File: src/rtl/operand_fwd_unit.sv
// Operand forwarding unit for the decode/execute boundary.
// Picks each source operand from EX, MEM, WB or the register file (in that
// priority order), detects load-use hazards against the EX stage, inserts a
// one-cycle bubble for them, and presents the forwarded operands to EX through
// a registered valid/ready output stage. Also counts stalls in a saturating
// counter.
//
// Handshake: a transfer happens on a rising edge where valid && ready are both
// high. The sender holds valid and its payload steady until that edge. ready
// may depend on the receiver's own state, but valid never depends on ready.
// This holds on the input side (id_valid/id_ready) and on the output side
// (out_valid/out_ready).
module operand_fwd_unit #(
  parameter int DATA_W = 32,
  parameter int ADDR_W = 5,
  parameter int CNT_W  = 16
) (
  input  logic              clk,
  input  logic              rst_n,
  input  logic              id_valid,
  output logic              id_ready,
  input  logic [ADDR_W-1:0] id_rs,
  input  logic [ADDR_W-1:0] id_rt,
  input  logic [DATA_W-1:0] id_rs_data,
  input  logic [DATA_W-1:0] id_rt_data,
  input  logic              ex_wr_en,
  input  logic              ex_is_load,
  input  logic [ADDR_W-1:0] ex_wr_addr,
  input  logic [DATA_W-1:0] ex_result,
  input  logic              mem_wr_en,
  input  logic [ADDR_W-1:0] mem_wr_addr,
  input  logic [DATA_W-1:0] mem_result,
  input  logic              wb_wr_en,
  input  logic [ADDR_W-1:0] wb_wr_addr,
  input  logic [DATA_W-1:0] wb_result,
  output logic              out_valid,
  input  logic              out_ready,
  output logic [DATA_W-1:0] op_a,
  output logic [DATA_W-1:0] op_b,
  output logic [1:0]        sel_a,
  output logic [1:0]        sel_b,
  output logic              hazard,
  output logic [CNT_W-1:0]  hz_count,
  input  logic              hz_clear
);

  // Source codes carried on sel_a / sel_b.
  localparam logic [1:0] SRC_RF  = 2'b00;
  localparam logic [1:0] SRC_EX  = 2'b01;
  localparam logic [1:0] SRC_MEM = 2'b10;
  localparam logic [1:0] SRC_WB  = 2'b11;

  localparam logic [CNT_W-1:0] CNT_ONE = CNT_W'(1);
  localparam logic [CNT_W-1:0] CNT_MAX = '1;

  // RUN: normal operation. BUBBLE: the stalled load has moved to MEM and EX
  // holds the inserted bubble, so load-use detection is ignored for a cycle.
  typedef enum logic {
    RUN    = 1'b0,
    BUBBLE = 1'b1
  } state_t;

  state_t state;

  // Per-stage match flags. Register 0 is hard-wired, so it never matches.
  logic rs_nz, rt_nz;
  logic ex_hit_a, mem_hit_a, wb_hit_a;
  logic ex_hit_b, mem_hit_b, wb_hit_b;

  assign rs_nz     = (id_rs != '0);
  assign rt_nz     = (id_rt != '0);

  assign ex_hit_a  = rs_nz && ex_wr_en  && (ex_wr_addr  == id_rs);
  assign mem_hit_a = rs_nz && mem_wr_en && (mem_wr_addr == id_rs);
  assign wb_hit_a  = rs_nz && wb_wr_en  && (wb_wr_addr  == id_rs);

  assign ex_hit_b  = rt_nz && ex_wr_en  && (ex_wr_addr  == id_rt);
  assign mem_hit_b = rt_nz && mem_wr_en && (mem_wr_addr == id_rt);
  assign wb_hit_b  = rt_nz && wb_wr_en  && (wb_wr_addr  == id_rt);

  // Operand A mux: EX beats MEM beats WB beats the register file.
  logic [DATA_W-1:0] nxt_op_a;
  logic [1:0]        nxt_sel_a;

  // Select forwarding source and data for operand A.
  always_comb begin
    nxt_sel_a = SRC_RF;
    nxt_op_a  = id_rs_data;
    if (ex_hit_a) begin
      nxt_sel_a = SRC_EX;
      nxt_op_a  = ex_result;
    end else if (mem_hit_a) begin
      nxt_sel_a = SRC_MEM;
      nxt_op_a  = mem_result;
    end else if (wb_hit_a) begin
      nxt_sel_a = SRC_WB;
      nxt_op_a  = wb_result;
    end
  end

  // Operand B mux, independent of operand A.
  logic [DATA_W-1:0] nxt_op_b;
  logic [1:0]        nxt_sel_b;

  // Select forwarding source and data for operand B.
  always_comb begin
    nxt_sel_b = SRC_RF;
    nxt_op_b  = id_rt_data;
    if (ex_hit_b) begin
      nxt_sel_b = SRC_EX;
      nxt_op_b  = ex_result;
    end else if (mem_hit_b) begin
      nxt_sel_b = SRC_MEM;
      nxt_op_b  = mem_result;
    end else if (wb_hit_b) begin
      nxt_sel_b = SRC_WB;
      nxt_op_b  = wb_result;
    end
  end

  // A load in EX cannot forward its data yet; a consumer must wait one cycle.
  // In BUBBLE the EX slot is the bubble itself, so nothing is flagged.
  logic load_use;
  logic out_free;
  logic fire;
  logic stall_start;

  assign load_use    = ex_is_load && (ex_hit_a || ex_hit_b);
  assign hazard      = (state == RUN) && id_valid && load_use;
  assign out_free    = !out_valid || out_ready;
  assign id_ready    = out_free && !hazard;
  assign fire        = id_valid && id_ready;
  // A stall is only committed when the output stage can move; under
  // backpressure the hazard is simply re-evaluated on the next cycle.
  assign stall_start = hazard && out_free;

  // Stall sequencer: one bubble cycle per committed load-use hazard.
  always_ff @(posedge clk or negedge rst_n) begin
    if (!rst_n) begin
      state <= RUN;
    end else begin
      case (state)
        RUN:     if (stall_start) state <= BUBBLE;
        BUBBLE:  state <= RUN;
        default: state <= RUN;
      endcase
    end
  end

  // Saturating stall counter; a clear wins over a coincident increment.
  always_ff @(posedge clk or negedge rst_n) begin
    if (!rst_n) begin
      hz_count <= '0;
    end else if (hz_clear) begin
      hz_count <= '0;
    end else if (stall_start && (hz_count != CNT_MAX)) begin
      hz_count <= hz_count + CNT_ONE;
    end
  end

  // Output register stage: load on fire, drop valid once consumed, otherwise
  // hold everything so a stalled EX sees a stable payload.
  always_ff @(posedge clk or negedge rst_n) begin
    if (!rst_n) begin
      out_valid <= 1'b0;
      op_a      <= '0;
      op_b      <= '0;
      sel_a     <= SRC_RF;
      sel_b     <= SRC_RF;
    end else if (fire) begin
      out_valid <= 1'b1;
      op_a      <= nxt_op_a;
      op_b      <= nxt_op_b;
      sel_a     <= nxt_sel_a;
      sel_b     <= nxt_sel_b;
    end else if (out_valid && out_ready) begin
      out_valid <= 1'b0;
    end
  end

endmodule

File: config.mk
export PLATFORM = sky130hd
export DESIGN_NAME = operand_fwd_unit
export DESIGN_NICKNAME = d
export VERILOG_FILES = /design/src/rtl/operand_fwd_unit.sv
export SDC_FILE = /design/constraint.sdc
export NUM_CORES = 1
export LEC_CHECK = 0
export ABC_AREA = 0
export CAP_MARGIN = 20
export CORE_UTILIZATION = 42
export CTS_CLUSTER_DIAMETER = 200
export DETAILED_ROUTE_END_ITERATION = 7
export GPL_TIMING_DRIVEN = 0
export PLACE_DENSITY = 0.82
export SLEW_MARGIN = 20
export SYNTH_ARGS = -nofsm -noshare
export SYNTH_HDL_FRONTEND = slang
export SYNTH_SLANG_ARGS = --single-unit
File: constraint.sdc
create_clock -name clk -period 2.2 [get_ports clk]
set_input_delay 0.33 -clock clk [delete_from_list [all_inputs] [get_ports clk]]
set_output_delay 0.33 -clock clk [all_outputs]
set_load 0.005 [all_outputs]
==> metrics.cfg <==
[outcome]
outcome=finished, violations left
violations=negative setup slack

[synthesis]
netlist_area_um2=5890
synth_ff_type=dfrtp_1
yosysTopAreaCell=dfrtp_1
synthTopCellsByArea=dfrtp_1 37%, nand2_1 8.5%, a31oi_1 7.0%, a21oi_1 6.6%, mux2i_1 5.6%
syn_area_per_cell_um2=8.26
synthTopCellsByCount=133 x nand2_1, 86 x dfrtp_1, 79 x nor2_1
synth_xor_xnor_area_share_pct=5.50
synth_fa_ha_area_share_pct=0.212
ys_seq_area_share_pct=36.5
synth-compound-area-share_pct=25.8
ys_seq_elements=86
synth_fp_nets=909
synth_cells=714
synthSimpleGateAreaFrac_pct=18.6
synth_most_common_cell=nand2_1
synth_top_family_by_area=compound AO/OA/AOI/OAI gates
synth.area.mux_share_pct=6.18
synth.top_cell.area_share_pct=36.5
synthArstFlopShare_pct=100
yosysWarnings=0
ys_types=42
synth-edff-count=0

[floorplanning]
dieHeight_um=120
coreArea_um2=13500
die_w_um=120
initial_core_util_pct=43.8
num_io_pins=281
core.rowCount=42
die-area_um2=14500

[min_path]
hold_depth=2
hold_class=in2reg

[sta]
worst_slew_pin_slew_ns=0.614
fin_crit_ns=2.21
skew_ns=0.00422
maxSlewHeadroom_pct=59.1
whs_ns=0.439
final-setup-viol-count=1
slew_violations=0
fin_crit_sh_pct=100
fin_ws_ns=-0.00627
final_hold_viol_count=0
fmax_mhz=453

[global_route]
gr-usage-met1_pct=43.2
met3_usage_pct=5.09
grtUsageMet2_pct=55.3
antenna_found_initial=0
grt_max_degree=48
grt_pass1_vias=6862
grt_overflow_total=0
busiest_layer=met2
grt_pass1_wl_um=37500
grt_util_all_layers_pct=33.7

[worst_setup_path]
end_kind=flop
ff2ff_path_depth=7
r2r_slack_ns=0.13
crit_type=in2reg
critPathRequiredTime_ns=2.44
cp_data_arrival_time_ns=2.45
startpoint_type=input port
crit_fanout=10

[finish]
drive_gt1_share_pct=14.8
final_nets=1217
final_util_pct=73.1
fillCellCount=1071
diodes=0
area_growth_pct=66.9

[power_and_ir_drop]
leakage_nw=4.20
p_per_area_nw_per_um2=513
ir_worst_vdd_v=0.000310

[clocking]
cts_sinks=86
cts_tree=yes
clk_latency_ns=0.34
clkTransAtPathRegs_ns=0.06
cts-htree-levels=3
cts_made_buffers=9
clock_path_buffers=2
cts_root_buf=clkbuf_16

[place]
place_ws_ns=-0.972
io_buffers=278
gp_congestion=0.907
place.detailed.hpwl_um=18200

[routing]
drc=0
drtIter0Drc=726
postRouteAntennaNets=0
via_count=7246
avgViaCountPerCell=6.03
first_pass_iters=5
finalWirelength_um=25500
wire_per_inst_um=21.2

[run]
maxCapViolCount=0

## final timing paths
| kind | from | to |
|---|---|---|
| min reg2reg | sel_b[1] | sel_b[1] |
| min in group asynchronous | rst_n | out_valid |
| max in group asynchronous | rst_n | op_a[11] |
| min | hz_clear | hz_count[9] |
| max | mem_wr_addr[1] | op_a[13] |
| max reg2reg | hz_count[3] | hz_count[9] |
## kinds of logic (layout without fill, tap and decap cells)
family | Yosys count | count (layout)
AO/OA/AOI/OAI | 224 | 224
AND/OR/NAND/NOR | 258 | 258
buffers and inverters | 72 | 384
XOR/XNOR | 37 | 37
adder cells (fa/ha/maj) | 1 | 1
multiplexers | 36 | 36
flip-flops | 86 | 86
## per-layer routing
layer	wire [µm]	part of all wire (%)
met5	0	0
met2	12200	48
met3	2110	8.3
met4	1070	4.2
met1	10100	39
## final cells by class
class / instances / area [µm²] / area share [%]
Multi-Input combinational cell: 556 / 3660 / 37.3
Timing Repair Buffer: 298 / 2980 / 30.3
Sequential cell: 86 / 2150 / 21.9
Buffer: 67 / 538 / 5.47
Clock buffer: 14 / 264 / 2.68
Tap cell: 176 / 220 / 2.24
Inverter: 4 / 15.0 / 0.153
Clock inverter: 1 / 5.00 / 0.0509
## where the power goes
part	leakage (nW)	total [mW]	switching [mW]	internal, mW
sequential	1.01	1.93	0.140	1.79
combinational	3.06	1.68	0.677	1.00
clock	0.133	1.44	0.619	0.821
total	4.20	5.04	1.44	3.61
## cells in the final DEF (no fill, tap or decap), types with 6 or more instances in the layout
master,count
a211o_1,32
a21oi_1,67
a21oi_2,10
a311o_1,32
a31oi_1,51
a31oi_2,6
a31oi_4,9
buf_12,8
buf_2,12
buf_4,30
buf_6,7
clkbuf_1,10
clkbuf_16,11
clkbuf_2,15
clkbuf_4,12
clkdlybuf4s50_1,251
dfrtp_1,86
dlymetal6s2s_1,7
mux2i_1,33
nand2_1,133
nand4_1,11
nor2_1,77
xnor2_1,21
xor2_1,16
## per-stage QoR
step / cell area, µm² / total power, mW / setup TNS, ns / cells
after floorplan: 5890 / 2.42 / 0 / 714
after global placement: 8900 / 3.43 / -271.63 / 1168
after detailed placement: 8920 / 3.45 / -67.31 / 1169
after CTS: 9350 / 4.89 / -0.0340 / 1192
after global routing: 9840 / 5.22 / -0.120 / 1202
final: 9840 / 5.04 / -0.00627 / 1202
## worst max-delay path, stage by stage
cell and delay [ns]:
clkdlybuf4s50_1 0.46, xor2_1 0.19, or4_4 0.55, buf_4 0.21, clkbuf_4 0.22, a211o_1 0.28
a31oi_1 0.22
## sequential cells by signal, summed over array words and instances, names as in the netlist
register,flops
sel_b,2
op_b,32
state,1
out_valid,1
op_a,32
hz_count,16
sel_a,2
## repair_timing
item,CTS,global route
endpoints found under the setup margin,88,85
resized for setup,89,113
hold buffers,1,0
buffers inserted,10,8
gates cloned,0,2
pin swaps,9,11
hold endpoints to repair,3,0
No activity file was read; power rests on OpenSTA's default activity.
